--- src/rtl/bt656_pattern_tx.sv ---
// ITU-R BT.656 625-line/50 Hz test-pattern transmitter.
// Emits EAV, blanking, SAV and 4:2:2 picture bytes (Cb Y Cr Y) for either
// 75% colour bars or a flat colour, one byte per 27 MHz clock.
module bt656_pattern_tx #(
   parameter int unsigned H_BLANK  = 280,
   parameter int unsigned N_LINES  = 625,
   parameter int unsigned F_SWITCH = 313,
   parameter int unsigned V1_END   = 22,
   parameter int unsigned V2_START = 311,
   parameter int unsigned V2_END   = 335,
   parameter int unsigned V3_START = 624,
   parameter int unsigned BAR_W    = 90
) (
   input  logic       clk,
   input  logic       rst,
   input  logic       en,
   input  logic       pattern_sel,
   input  logic [7:0] flat_y,
   input  logic [7:0] flat_cb,
   input  logic [7:0] flat_cr,
   output logic [7:0] qd_out,
   output logic       field,
   output logic [9:0] line_cnt,
   output logic       active_video,
   output logic       frame_start
);

   // Horizontal landmarks within one line.
   localparam logic [10:0] SAV_H    = 11'(4 + H_BLANK);
   localparam logic [10:0] PIC_H    = 11'(8 + H_BLANK);
   localparam logic [10:0] LAST_H   = 11'(8 + H_BLANK + 1440 - 1);
   // Vertical landmarks.
   localparam logic [9:0]  LAST_LN  = 10'(N_LINES);
   localparam logic [9:0]  F_LN     = 10'(F_SWITCH);
   localparam logic [9:0]  V1_LN    = 10'(V1_END);
   localparam logic [9:0]  V2S_LN   = 10'(V2_START);
   localparam logic [9:0]  V2E_LN   = 10'(V2_END);
   localparam logic [9:0]  V3_LN    = 10'(V3_START);

   typedef enum logic [1:0] {
      REG_EAV,
      REG_BLANK,
      REG_SAV,
      REG_PIC
   } region_t;

   // Keep picture samples out of the 00/FF range reserved for timing codes.
   function automatic logic [7:0] clamp(input logic [7:0] v);
      if (v == 8'h00)      return 8'h01;
      else if (v == 8'hFF) return 8'hFE;
      else                 return v;
   endfunction

   // Bar index 0..7 for a pixel number, by comparison against bar edges.
   function automatic logic [2:0] bar_of(input logic [9:0] p);
      logic [2:0] b;
      b = 3'd0;
      for (int i = 1; i < 8; i++)
         if (p >= 10'(i * BAR_W)) b = b + 3'd1;
      return b;
   endfunction

   logic [10:0] h;
   logic [9:0]  line;

   // Pattern selection latched once per frame.
   logic        sel_q;
   logic [7:0]  y_q, cb_q, cr_q;

   region_t     region;
   logic        f_bit, v_bit, h_bit;
   logic [7:0]  xy;
   logic [1:0]  ref_idx;
   logic [10:0] blank_off, pic_off;
   logic [9:0]  pix;
   logic [7:0]  bar_y, bar_cb, bar_cr;
   logic [7:0]  smp_y, smp_cb, smp_cr;
   logic [7:0]  byte_nxt;
   logic        av_nxt;
   logic        at_start;

   // Decode the byte, flags and picture sample for the current (line, h).
   // NOTE: every signal gets a default at the top so no path leaves one unassigned and infers a latch.
   always_comb begin
      region    = REG_PIC;
      ref_idx   = 2'd0;
      blank_off = h - 11'd4;
      pic_off   = h - PIC_H;
      pix       = pic_off[10:1];
      byte_nxt  = 8'h10;
      av_nxt    = 1'b0;
      bar_y     = 8'h10;
      bar_cb    = 8'h80;
      bar_cr    = 8'h80;

      if (h < 11'd4)        region = REG_EAV;
      else if (h < SAV_H)   region = REG_BLANK;
      else if (h < PIC_H)   region = REG_SAV;

      f_bit = (line >= F_LN);
      v_bit = (line <= V1_LN) || ((line >= V2S_LN) && (line <= V2E_LN)) || (line >= V3_LN);
      h_bit = (region == REG_EAV);
      xy    = {1'b1, f_bit, v_bit, h_bit, v_bit ^ h_bit, f_bit ^ h_bit,
               f_bit ^ v_bit, f_bit ^ v_bit ^ h_bit};

      case (bar_of(pix))
         3'd0: {bar_y, bar_cb, bar_cr} = 24'hB4_80_80;
         3'd1: {bar_y, bar_cb, bar_cr} = 24'hA2_2C_8E;
         3'd2: {bar_y, bar_cb, bar_cr} = 24'h83_9C_2C;
         3'd3: {bar_y, bar_cb, bar_cr} = 24'h70_48_3A;
         3'd4: {bar_y, bar_cb, bar_cr} = 24'h54_B8_C6;
         3'd5: {bar_y, bar_cb, bar_cr} = 24'h41_64_D4;
         3'd6: {bar_y, bar_cb, bar_cr} = 24'h23_D4_72;
         default: {bar_y, bar_cb, bar_cr} = 24'h10_80_80;
      endcase

      smp_y  = sel_q ? y_q  : bar_y;
      smp_cb = sel_q ? cb_q : bar_cb;
      smp_cr = sel_q ? cr_q : bar_cr;

      if (region == REG_SAV) ref_idx = 2'(h - SAV_H);
      else                   ref_idx = h[1:0];

      case (region)
         REG_EAV, REG_SAV: begin
            case (ref_idx)
               2'd0:    byte_nxt = 8'hFF;
               2'd3:    byte_nxt = xy;
               default: byte_nxt = 8'h00;
            endcase
         end
         REG_BLANK: byte_nxt = blank_off[0] ? 8'h10 : 8'h80;
         default: begin
            if (v_bit) begin
               byte_nxt = pic_off[0] ? 8'h10 : 8'h80;
            end else begin
               av_nxt = 1'b1;
               case (pic_off[1:0])
                  2'd0:    byte_nxt = smp_cb;
                  2'd2:    byte_nxt = smp_cr;
                  default: byte_nxt = smp_y;
               endcase
            end
         end
      endcase

      at_start = (line == 10'd1) && (h == 11'd0);
   end

   // Counters, once-per-frame pattern latches and registered outputs.
   // NOTE: sequential state uses non-blocking assignments so every register samples pre-edge values.
   always_ff @(posedge clk or posedge rst) begin
      if (rst) begin
         h            <= 11'd0;
         line         <= 10'd1;
         sel_q        <= 1'b0;
         y_q          <= 8'h10;
         cb_q         <= 8'h80;
         cr_q         <= 8'h80;
         qd_out       <= 8'h10;
         field        <= 1'b0;
         line_cnt     <= 10'd1;
         active_video <= 1'b0;
         frame_start  <= 1'b0;
      end else if (!en) begin
         h            <= 11'd0;
         line         <= 10'd1;
         qd_out       <= 8'h10;
         field        <= 1'b0;
         line_cnt     <= 10'd1;
         active_video <= 1'b0;
         frame_start  <= 1'b0;
      end else begin
         qd_out       <= byte_nxt;
         field        <= f_bit;
         line_cnt     <= line;
         active_video <= av_nxt;
         frame_start  <= at_start;
         if (at_start) begin
            sel_q <= pattern_sel;
            y_q   <= clamp(flat_y);
            cb_q  <= clamp(flat_cb);
            cr_q  <= clamp(flat_cr);
         end
         if (h == LAST_H) begin
            h    <= 11'd0;
            line <= (line == LAST_LN) ? 10'd1 : line + 10'd1;
         end else begin
            h <= h + 11'd1;
         end
      end
   end

endmodule

--- config.mk ---
export PLATFORM = sky130hd
export DESIGN_NAME = bt656_pattern_tx
export DESIGN_NICKNAME = d
export VERILOG_FILES = /design/src/rtl/bt656_pattern_tx.sv
export SDC_FILE = /design/constraint.sdc
export NUM_CORES = 1
export LEC_CHECK = 0
export BUFFER_PORTS_ARGS = -buffer_cell sky130_fd_sc_hd__buf_4
export CORE_ASPECT_RATIO = 0.6
export CORE_MARGIN = 2
export CORE_UTILIZATION = 50
export DETAILED_ROUTE_END_ITERATION = 12
export PLACE_DENSITY = 0.84
export SLEW_MARGIN = 0
export SYNTH_ARGS = -nofsm -noshare
export SYNTH_HDL_FRONTEND = slang
export SYNTH_SLANG_ARGS = --single-unit
--- constraint.sdc ---
create_clock -name clk -period 6.6 [get_ports clk]
set_clock_uncertainty 0.05 [all_clocks]
set_input_delay 0.33 -clock clk [delete_from_list [all_inputs] [get_ports clk]]
set_output_delay 0.33 -clock clk [all_outputs]
set_load 0.005 [all_outputs]
* Word-level counts from Yosys, hierarchy flattened
Cells that the tools add are included.
** Storage, ports and cells
- Bits in read-only memories :: 0
- Output and inout bits :: 21
- Bits in latches :: 0
- Register bits after elaboration :: 67
- Memories :: 0
- Memory bits (writable) :: 0
- Bits of input ports :: 28
- Word-level logic and storage cells :: 114
** Operators by class
- Bitwise operators :: 4
- $mul :: 0
- Muxes and demuxes :: 41
- Order comparisons :: 15
- Div/mod/pow operators :: 0
- Equal/unequal tests :: 17
- Shift operators :: 0
- Reductions and logical operators :: 15
- $add $sub $neg :: 11
** Operators by type and width (count)
- 8-bit 2-to-1 mux :: 13
- 8-bit one-hot mux with 6 select lines :: 2
- 8-bit one-hot mux with 7 select lines :: 1
- 10-bit by 9-bit >= comparator with 1-bit output, second input constant :: 5
- 8-bit one-hot mux with 2 select lines :: 3
- 10-bit 2-to-1 mux :: 4
- 10-bit >= comparator, second input constant :: 3
- 8-bit == test, second input constant :: 3
- 8-bit zero test :: 3
- 11-bit by 9-bit < comparator with 1-bit output, second input constant :: 2
- 11-bit 2-to-1 mux :: 2
- 3-bit by 1-bit adder with 3-bit output, second input constant :: 6
- 3-bit 2-to-1 mux :: 6
- 11-bit by 1-bit adder with 11-bit output, second input constant :: 1
- 11-bit == test, second input constant :: 1
- 11-bit zero test :: 1
- 11-bit by 3-bit < comparator with 1-bit output, second input constant :: 1
- 11-bit by 9-bit subtractor with 11-bit output, second input constant :: 1
- 10-bit by 1-bit adder with 10-bit output, second input constant :: 1
- 10-bit by 1-bit == test with 1-bit output, second input constant :: 1
- 10-bit == test, second input constant :: 1
- 10-bit by 7-bit >= comparator with 1-bit output, second input constant :: 1
- 10-bit by 8-bit >= comparator with 1-bit output, second input constant :: 1
- 10-bit by 5-bit less-or-equal comparator with 1-bit output, second input constant :: 1
- other kinds (19) :: 39

* Depth between registers and ports, before layout
- Depth after elaboration :: 22
- Depth in mapped cells :: 29
- Depth with buffers taken out :: 27

* Least setup slack after synthesis
Ideal clock, no wire load.
- Path type :: reg2reg
- From :: register h[5]
- To :: register qd_out[6]
- Required time :: 6.424 ns
- Buffers on the path :: 2
- Setup time :: 0.126 ns
- Period minus slack after synthesis :: 6.214 ns
- Cell stages (with the launch flop) :: 27
- Setup slack :: 0.386 ns
- Arrival :: 6.038 ns
- Path through :: dfrtp_1 > buf_6 > inv_1 > ha_1 > buf_2 > nor2b_1 > or3_1 > nand2_1 > nand2_1 > nor3_1 > ha_1 > xor2_1 > ha_1 > mux2_2 > ha_1 > mux2_2 > ha_1 > mux2_2 > ha_1 > mux2_2 > ha_1 > nor2_1 > inv_1 > and4_1 > o41ai_1 > nand3_1 > a311o_1
** Between the ends
- Longest elaborated chain between the ends :: 22
- Elaborated cells between the ends (all ways) :: 52
- Classes of those cells :: add/sub: 7; order compare: 10; eq/ne: 9; mux: 22; reduce/logical: 4
** Ends and longest elaborated chain
- start, declared :: RTL line 63 : logic [10:0] h;
- start signal, assigned :: RTL line 189 : h <= h + 11'd1;
- 11-bit by 9-bit subtractor with 11-bit output :: RTL line 88 : pic_off = h - PIC_H;
- 10-bit by 7-bit >= comparator with 1-bit output :: RTL line 59 : if (p >= 10'(i * BAR_W)) b = b + 3'd1;
- 1-bit 2-to-1 mux :: RTL line 59
- 3-bit by 1-bit adder with 3-bit output :: RTL line 59
- 3-bit 2-to-1 mux :: RTL line 59
- 3-bit by 1-bit adder with 3-bit output :: RTL line 59
- 3-bit 2-to-1 mux :: RTL line 59
- 3-bit by 1-bit adder with 3-bit output :: RTL line 59
- (+6 left out)
- 3-bit 2-to-1 mux :: RTL line 59
- 3-bit == test, or another cell as far along :: RTL line 106 : case (bar_of(pix))
- 8-bit one-hot mux with 7 select lines / 8-bit one-hot mux with 6 select lines (equally long branches) :: RTL line 106
- 8-bit 2-to-1 mux, on equally long branches :: RTL line 117, 118, 119
- 8-bit one-hot mux with 2 select lines :: RTL line 138 : case (pic_off[1:0])
- 8-bit 2-to-1 mux :: RTL line 134 : if (v_bit) begin
- 8-bit one-hot mux with 2 select lines (*) :: RTL line 124 : case (region)
- 8-bit 2-to-1 mux (*) :: RTL line 165 : end else if (!en) begin
- end signal, assigned :: RTL line 174 : qd_out <= byte_nxt;
- end, declared :: RTL line 21 : output logic [7:0] qd_out,
Every way passes the cells marked *; elsewhere a longest branch is shown, timed or not.
A chain may end at the register's enable or synchronous reset.

* Worst setup path in the final report
Same ends and word-level chain as after synthesis.

==> flow_summary.toml <==
[status]
status = "finished, final reports clean"

[critical_path]
cp-end-kind = "flip-flop"
critPathSlowestCell = "dfrtp_2"
cp_max_fo = 8
critPathTopFamily = "adder cells"
startpoint_type = "flip-flop"
cp_num_buf_inv = 3
cpPeakStageDelay_ps = 430
cp_cell_sequence = "inv_1, ha_1, nor4_1, nand3_1, nand3_1, a21o_1, inv_1, ha_1, xor2_2, ha_1, mux2_2, ha_1, mux2_2, ha_1, mux2_2, ha_1, mux2_2, ha_1, nor2_4, inv_1, and4_1, o41ai_2, nand3_1, a311o_1"
crit_top_cell = "ha_1"
crit_required_ps = 6770
crit_arrival_ps = 6450
worstSetupPathType = "flip-flop to flip-flop"

[route]
dr_wl_met2_mm = 5.00
antenna_left = 0
top_layer = "met4"
route.met3.wl_mm = 1.23
vias_per_cell = 5.94
num_vias = 4308
drc = 0
drtIter0Drc = 453
drt-total-wl_mm = 12.1
wl_per_cell_um = 16.7
wl_met1_mm = 5.75
drtPass1Iterations = 5

[placement]
gp_congestion = 0.963
portBuffers = 48
dpl.hpwl_mm = 8.85

[clock_network]
cts_buffers = 9
clk_path_buf_depth = 2
cts_tree = "done"
cts-root-buf = "clkbuf_16"
cts.sinks = 67
clk_latency_ps = 340
htree_levels = 3
holdBufCountCts = 0
clk_pin_slew_ps = 60
cts_setup_buffers = 0

[power_and_ir_drop]
total_power_w = 0.00118
worst_ir_drop_vdd_v = 0.000171
p_per_area_mw_per_mm2 = 215
leakagePower_nw = 2.54

[floorplanning]
io_pins = 49
rows = 27
core-area_sq_mm = 0.00916
die_w_um = 129
initial_utilization_pct = 51.3
fp.dieH_um = 79.0
die-area_sq_mm = 0.0102

[timing]
tightest_slew_ps = 929
post-route-min-period_ps = 6280
hold_violations = 0
setup_violations = 0
fin_crit_sh_pct = 95.1
hold-worst-slack_ps = 148
max_slew_margin_pct = 37.9
finalMaxSlewViolations = 0
timing.fmax_mhz = 159

[global_route]
grt_pass1_wl_mm = 20.0
grt_max_degree = 68
grt_overflow = 0
grt_usage_pct = 24.9
grt_pass1_vias = 3954
grt_antenna_before_repair = 0

[layout]
diodes = 0
fin_nets = 643
area_growth_syn_to_layout_pct = 16.6
fillers = 787
drive_gt1_share_pct = 18.3

[logic_synthesis]
synth.avg_cell_area_sq_um = 8.41
ys_seq_area_share_pct = 35.9
synth_top_area_cell = "dfrtp_1"
synth_top_area_share_pct = 32.5
yosysMostFrequentCell = "nand2_1"
synth.area.top_cells = "dfrtp_1, nand2_1, ha_1"
syn-num-nets = 610
syn_area_sq_mm = 0.00469
synth_seq_cells = 67
synth_flop_cell = "dfrtp_1"
synth-edff-count = 0
synthArstFlopShare_pct = 100
postSynthCellCount = 558
yosysUniqueCellTypes = 72
yosys_warnings = 0
yosys-top-cells-count = "nand2_1, dfrtp_1, nor2_1, o21ai_0, a21oi_1"

[flow_run]
maxCapViolCount = 0

[hold_path]
min_path_type = "input port to flip-flop"
[cell families (layout without fill, tap and decap cells)]
family | after synthesis | count (layout) | synth area share [%]
adder cells (fa/ha/maj) | 24 | 24 | 6.40
AO/OA/AOI/OAI | 122 | 122 | 18.4
AND/OR/NAND/NOR | 257 | 257 | 27.1
flip-flops | 67 | 67 | 35.9
buffers and inverters | 56 | 93 | 5.09
XOR/XNOR | 23 | 23 | 5.07
multiplexers | 9 | 9 | 2.03
[repair_timing]
action / 4_1_cts / 5_1_grt
endpoints found under the setup margin: 1 / 3
resized for setup: 1 / 8
endpoints found under the hold margin: 0 / 0
[worst min-delay path, cell delays in order]
cell,delay (ps)
buf_4,80
nand2_1,30
o21ai_0,50
[final cells by class]
type | instances | area, sq um | area share (%)
Multi-Input combinational cell | 435 | 2810 | 51.4
Sequential cell | 67 | 1690 | 30.8
Timing Repair Buffer | 55 | 413 | 7.54
Clock buffer | 9 | 225 | 4.11
Tap cell | 130 | 163 | 2.97
Clock inverter | 6 | 90.1 | 1.65
Inverter | 23 | 86.3 | 1.58
[where the power goes]
group          switching (W)  internal [W]  total (W)
clock network       0.000184      0.000329   0.000513
registers          0.0000372      0.000456   0.000493
logic               0.000103     0.0000678   0.000171
total               0.000324      0.000853    0.00118
[registers in the layout, summed over array words and instances (netlist names), 8 cells and up]
register and flops:
cb_q 8, line_cnt 10, h 11, y_q 8, cr_q 8, qd_out 8
line 10
[routing by layer]
metal  GRT usage, %  vias up
met4           5.54        0
met1           37.7     2014
met3           6.81       19
met2           35.3      229
li1               -     2046
met5              0        -
[cells in the final DEF (no fill, tap or decap), types with 4 or more instances in the layout]
cell and n:
o31ai_1 6, and3_1 9, buf_4 55, o22ai_1 6, or4_1 5, nor3_1 7
nand4_1 9, nand2_1 110, o31a_1 6, clkbuf_16 9, o21ai_0 31, mux2_2 4
nor3b_1 5, a22oi_1 6, and2_1 14, xor2_1 6, a21oi_1 27, nand2b_1 4
nor2_1 29, dfrtp_1 60, nor4_1 8, inv_1 22, nand3_1 25, ha_1 24
dfstp_2 6, mux2i_1 5, a31oi_1 7, xnor2_1 13, nor2b_1 5, nand3b_1 4
[through the flow]
step | instance area, sq um | cells | setup TNS [ps] | utilization [%] | setup WS, ps
after floorplan | 4690 | 558 | 0 | - | 386
final | 5470 | 725 | 0 | 59.8 | 320
after global placement | 5120 | 710 | 0 | 56.0 | 386
after CTS | 5440 | 725 | 0 | 59.4 | 80.3
after detailed placement | 5120 | 710 | 0 | 56.0 | 32.3
after global routing | 5470 | 725 | -44.1 | 59.8 | -44.1
[path summary, 6_finish.rpt]
kind	start	to	slack, ps	depth (start not counted)
worst max-delay path	h[5]$_DFF_PP0_	qd_out[6]$_DFF_PP0_	320	24
worst min-delay path	pattern_sel	sel_q$_DFFE_PP0P_	150	3
worst max register to register	h[5]$_DFF_PP0_	qd_out[6]$_DFF_PP0_	320	24
worst min register to register	y_q[4]$_DFFE_PP1P_	y_q[4]$_DFFE_PP1P_	410	2
max in group asynchronous	rst	h[5]$_DFF_PP0_	5720	3
min in group asynchronous	rst	qd_out[3]$_DFF_PP0_	190	3
Note: power is estimated with default switching activity, not from simulation.
